[config.mk]
export PLATFORM = sky130hd
export DESIGN_NAME = fft_frame_assembler
export DESIGN_NICKNAME = d
export VERILOG_FILES = /design/src/rtl/fft_frame_assembler.sv
export SDC_FILE = /design/constraint.sdc
export NUM_CORES = 2
export LEC_CHECK = 0
export BUFFER_PORTS_ARGS = -buffer_cell sky130_fd_sc_hd__buf_2
export CAP_MARGIN = 20
export CORE_MARGIN = 5
export CORE_UTILIZATION = 35
export DETAILED_ROUTE_END_ITERATION = 10
export PLACE_DENSITY = 0.48
export SLEW_MARGIN = 20
export SYNTH_ARGS = -nofsm -noshare
export SYNTH_HDL_FRONTEND = slang
export SYNTH_SLANG_ARGS = --single-unit
[constraint.sdc]
create_clock -name clk -period 6.4 [get_ports clk]
set_clock_uncertainty 0.2 [all_clocks]
set_input_delay 0.32 -clock clk [delete_from_list [all_inputs] [get_ports clk]]
set_output_delay 0.32 -clock clk [all_outputs]
set_load 0.02 [all_outputs]
[src/rtl/fft_frame_assembler.sv]
// Streams samples into a packed FFT frame with a one-frame output register.
// Define FFT_FRAME_OVERLAP_EN to keep the upper half of each frame for the next.
module fft_frame_assembler #(
  parameter int sample_size = 32,
  parameter int buffer_size = 32
) (
  input  logic                                 clk,
  input  logic                                 rst_n,
  input  logic                                 s_valid,
  output logic                                 s_ready,
  input  logic signed [sample_size-1:0]        s_data,
  input  logic                                 flush,
  output logic                                 frame_valid,
  input  logic                                 frame_ready,
  output logic signed [buffer_size*sample_size-1:0] frame_data
);

  localparam int iw   = $clog2(buffer_size);
  localparam int half = buffer_size / 2;

  typedef enum logic {
    FILL,
    FULL
  } state_t;

  typedef logic [buffer_size-1:0][sample_size-1:0] buf_t;

  state_t  state_q, state_d;
  logic [iw-1:0] widx_q, widx_d;
  buf_t    fill_q, fill_d, frame_nx;
  logic [buffer_size*sample_size-1:0] out_q, out_d;
  logic    fv_q, fv_d;
  logic    accept, last, out_free, xfer;

  always_comb begin
    s_ready  = (state_q == FILL);
    accept   = s_valid & s_ready;
    out_free = ~fv_q | frame_ready;
    last     = accept & (widx_q == iw'(buffer_size - 1));
    frame_nx = fill_q;
    if (accept) frame_nx[widx_q] = s_data;
  end

  always_comb begin
    state_d = state_q;
    widx_d  = widx_q;
    fill_d  = fill_q;
    xfer    = 1'b0;
    if (flush) begin
      state_d = FILL;
      widx_d  = '0;
    end else begin
      unique case (state_q)
        FILL: begin
          fill_d = frame_nx;
          if (accept) begin
            if (!last) widx_d = widx_q + 1'b1;
            else if (out_free) xfer = 1'b1;
            else state_d = FULL;
          end
        end
        FULL: begin
          if (out_free) begin
            xfer    = 1'b1;
            state_d = FILL;
          end
        end
      endcase
    end
    if (xfer) begin
`ifdef FFT_FRAME_OVERLAP_EN
      // newest half becomes the oldest half of the next frame
      for (int i = 0; i < half; i++) fill_d[i] = frame_nx[i+half];
      widx_d = iw'(half);
`else
      widx_d = '0;
`endif
    end
  end

  always_comb begin
    out_d = xfer ? frame_nx : out_q;
    fv_d  = xfer | (fv_q & ~frame_ready);
  end

  always_ff @(posedge clk or negedge rst_n) begin
    if (!rst_n) begin
      state_q <= FILL;
      widx_q  <= '0;
      fill_q  <= '0;
      out_q   <= '0;
      fv_q    <= 1'b0;
    end else begin
      state_q <= state_d;
      widx_q  <= widx_d;
      fill_q  <= fill_d;
      out_q   <= out_d;
      fv_q    <= fv_d;
    end
  end

  assign frame_valid = fv_q;
  assign frame_data  = out_q;

endmodule

==> impl_metrics.yaml <==
run_status:
  status: "finished, violations left"
  violations: "max-slew violations"
yosys:
  ys_seq_area_frac: 0.557
  yosys_warnings: 0
  synth_edf_count: 0
  syn_area_sq_mm: 0.0923
  ys_ff_latch: 2055
  syn_avg_cell_area_sq_um: 10.7
  syn_nets: 8644
  ys.flop_type: "dfrtp_1"
  synthArstFlopShare: 1.00
  synth_cell_types: 46
  syn_inst: 8602
routing:
  drc_errors: 0
  routed_wirelength_mm: 445
  drt_iter0_markers: 9258
  vias: 81618
  wire_per_inst_um: 35.2
  firstDrtPassIters: 8
  post_drt_via_cell_ratio: 6.45
  ant_nets: 0
floorplan:
  num_rows: 188
  core_area_sq_mm: 0.263
  die_y_um: 523
  chipWidth_um: 523
  start_util: 0.352
  die-area_sq_mm: 0.274
  ios: 1063
sta:
  setup_viol: 0
  slew_headroom: -0.00571
  finalMaxSlewViolations: 15
  worstMarginPinSlew_ns: 1.51
  period_share: 0.640
  rsz0062_at_grt: "no"
  worst_slack_ns: 2.30
  finalSetupTns_ns: 0
  finalCriticalPeriod_ns: 4.10
  final_hold_viol_count: 0
  max_clock_freq_mhz: 244
  hold_ws_ns: 0.176
grt:
  antenna_found_initial: 48
  grt_pass1_wl_mm: 626
  gr-total-overflow: 0
  grt_max_degree: 224
  track_usage: 0.312
  grt_pass1_vias: 78963
layout:
  syn2layout_area_growth_pct: 16.5
  num-nets-final: 8966
  drive_gt1_frac: 0.278
critical_path:
  worstSetupPathType: "reg2reg"
  rr_worst_depth: 6
  r2r_slack_ns: 2.30
  crit_required_ns: 6.91
  startpoint: "widx_q[0]$_DFFE_PN0P_"
  r2r_end: "fill_q[836]$_DFFE_PN0P_"
  setup.worst_path.end_class: "flop"
  worstPathArrival_ns: 4.61
  cp_max_fo: 32
  critPathLaunchType: "flop"
  r2r_start: "widx_q[0]$_DFFE_PN0P_"
clocking:
  clock_latency_ns: 0.89
  clock_path_buffers: 3
  cts.sinks: 2055
  clkTransAtPathRegs_ns: 0.06
  cts_root_buf: "clkbuf_16"
  cts_resized: 0
  htreeDepth: 4
  cts_buffers: 228
  cts_tree: "built"
run:
  drv_cap: 0
placement:
  io_buffers: 1062
  dp_slack_ns: 2.34
  dp_hpwl_mm: 262
  gpl.final_weighted_congestion: 0.855
power_and_ir_drop:
  p_leak_uw: 0.0500
  ir_drop_mv: 0.286
  power.density_mw_per_mm2: 264
min_path:
  hold_end: "fill_q[903]$_DFFE_PN0P_"
  min-delay-start: "s_data[7]"
  worstHoldPathType: "in2reg"
  whs_path_depth: 3
==> worst max-delay path: stages (launching register included) <==
cell and delay (ns):
dfrtp_1 0.43, inv_1 0.14, ha_1 0.15, buf_4 0.31, and2_2 1.01, nand3_2 1.08
mux2_2 0.60
==> placed cells by master, fill, tap and decap left out, types with 90 or more instances in the layout <==
cell	synthesis	layout
a31oi_1	2048	2048
buf_2	215	1029
buf_4	15	162
clkbuf_16	0	228
dfrtp_1	2055	2051
mux2_2	792	792
mux2_4	90	90
nand2_1	457	454
nand3_1	626	606
o21ai_0	1025	1025
==> how the worst max path moves through the flow <==
stage,endpoint,slack [ns],depth (start not counted)
after floorplan,frame_data[672]$_DFFE_PN0N_,3.68,12
after global placement,fill_q[199]$_DFFE_PN0P_,2.27,3
after detailed placement,fill_q[857]$_DFFE_PN0P_,2.34,6
after CTS,fill_q[836]$_DFFE_PN0P_,2.29,6
after global routing,fill_q[836]$_DFFE_PN0P_,2.19,6
final,fill_q[836]$_DFFE_PN0P_,2.30,6
==> through the flow <==
stage / util / instance area [sq um] / power [uW] / instances
finish: 0.409 / 107000 / 28300 / 12655
global route: 0.409 / 107000 / 29200 / 12632
CTS: 0.409 / 107000 / 28500 / 12630
detailed placement: 0.379 / 99400 / 15100 / 12169
global placement: 0.379 / 99400 / 15100 / 12167
floorplan: - / 92300 / 14200 / 8602
==> report_power, final <==
group / total, uW / internal [uW] / leakage, uW / switching [uW]
sequential: 13300 / 13200 / 0.0285 / 102
clock: 13400 / 7640 / 0.00371 / 5800
combinational: 1590 / 355 / 0.0178 / 1240
total: 28300 / 21200 / 0.0500 / 7140
==> flip-flops by register name (all words and copies together), names as in the netlist <==
register,cells
fill_q,1024
widx_q,5
frame_data,1024
frame_valid,1
state_q,1
==> kinds of logic after synthesis <==
group                      Yosys count  synth area share
AOI/OAI and AO/OA                 3158             0.202
DFF                               2055             0.557
and+or+nand+nor                   1249            0.0674
buffers and inverters             1184            0.0527
muxes                              949             0.119
adders and majority gates            5          0.000678
xor gates and xnor gates             2          0.000190
==> synthesized netlist by cell type, types with 4 or more instances <==
master	n	area [sq um]
o21ai_0	1025	5130
buf_1	45	169
dfrtp_1	2055	51400
buf_6	13	146
nand4bb_1	5	56.3
mux2_1	67	754
o2bb2ai_1	75	657
buf_2	215	1080
ha_1	5	62.6
and4b_1	5	50.1
nand2_1	457	1720
and3b_1	64	561
mux2_2	792	8920
nor2b_1	6	37.5
nand3_1	626	3130
nand2b_1	5	31.3
nand3_4	4	70.1
mux2_4	90	1350
buf_4	15	113
clkbuf_1	892	3350
a31oi_1	2048	12800
nor3_2	4	40.0
nor4bb_1	5	50.1
and3_1	49	307
==> routing by layer <==
metal | routed length, um | global-route usage
met3 | 48000 | 0.0917
met4 | 23900 | 0.145
met1 | 186000 | 0.439
met2 | 187000 | 0.442
met5 | 60 | 0
==> layout make-up <==
cell class | count | area, sq um
well taps | 3515 | 4400
inverters | 4 | 22.5
multi-input cells | 5363 | 36400
fillers | 25302 | 155000
flip-flops and latches | 2055 | 51400
diodes | 24 | 60.1
repair buffers | 1272 | 7620
clock buffers | 368 | 6890
clock inverters | 54 | 668
==> repair_timing <==
item	CTS	global route
hold endpoints to repair	1184	0
hold buffers	39	0
setup buffers	0	0
Note: power is estimated with default switching activity, not from simulation.
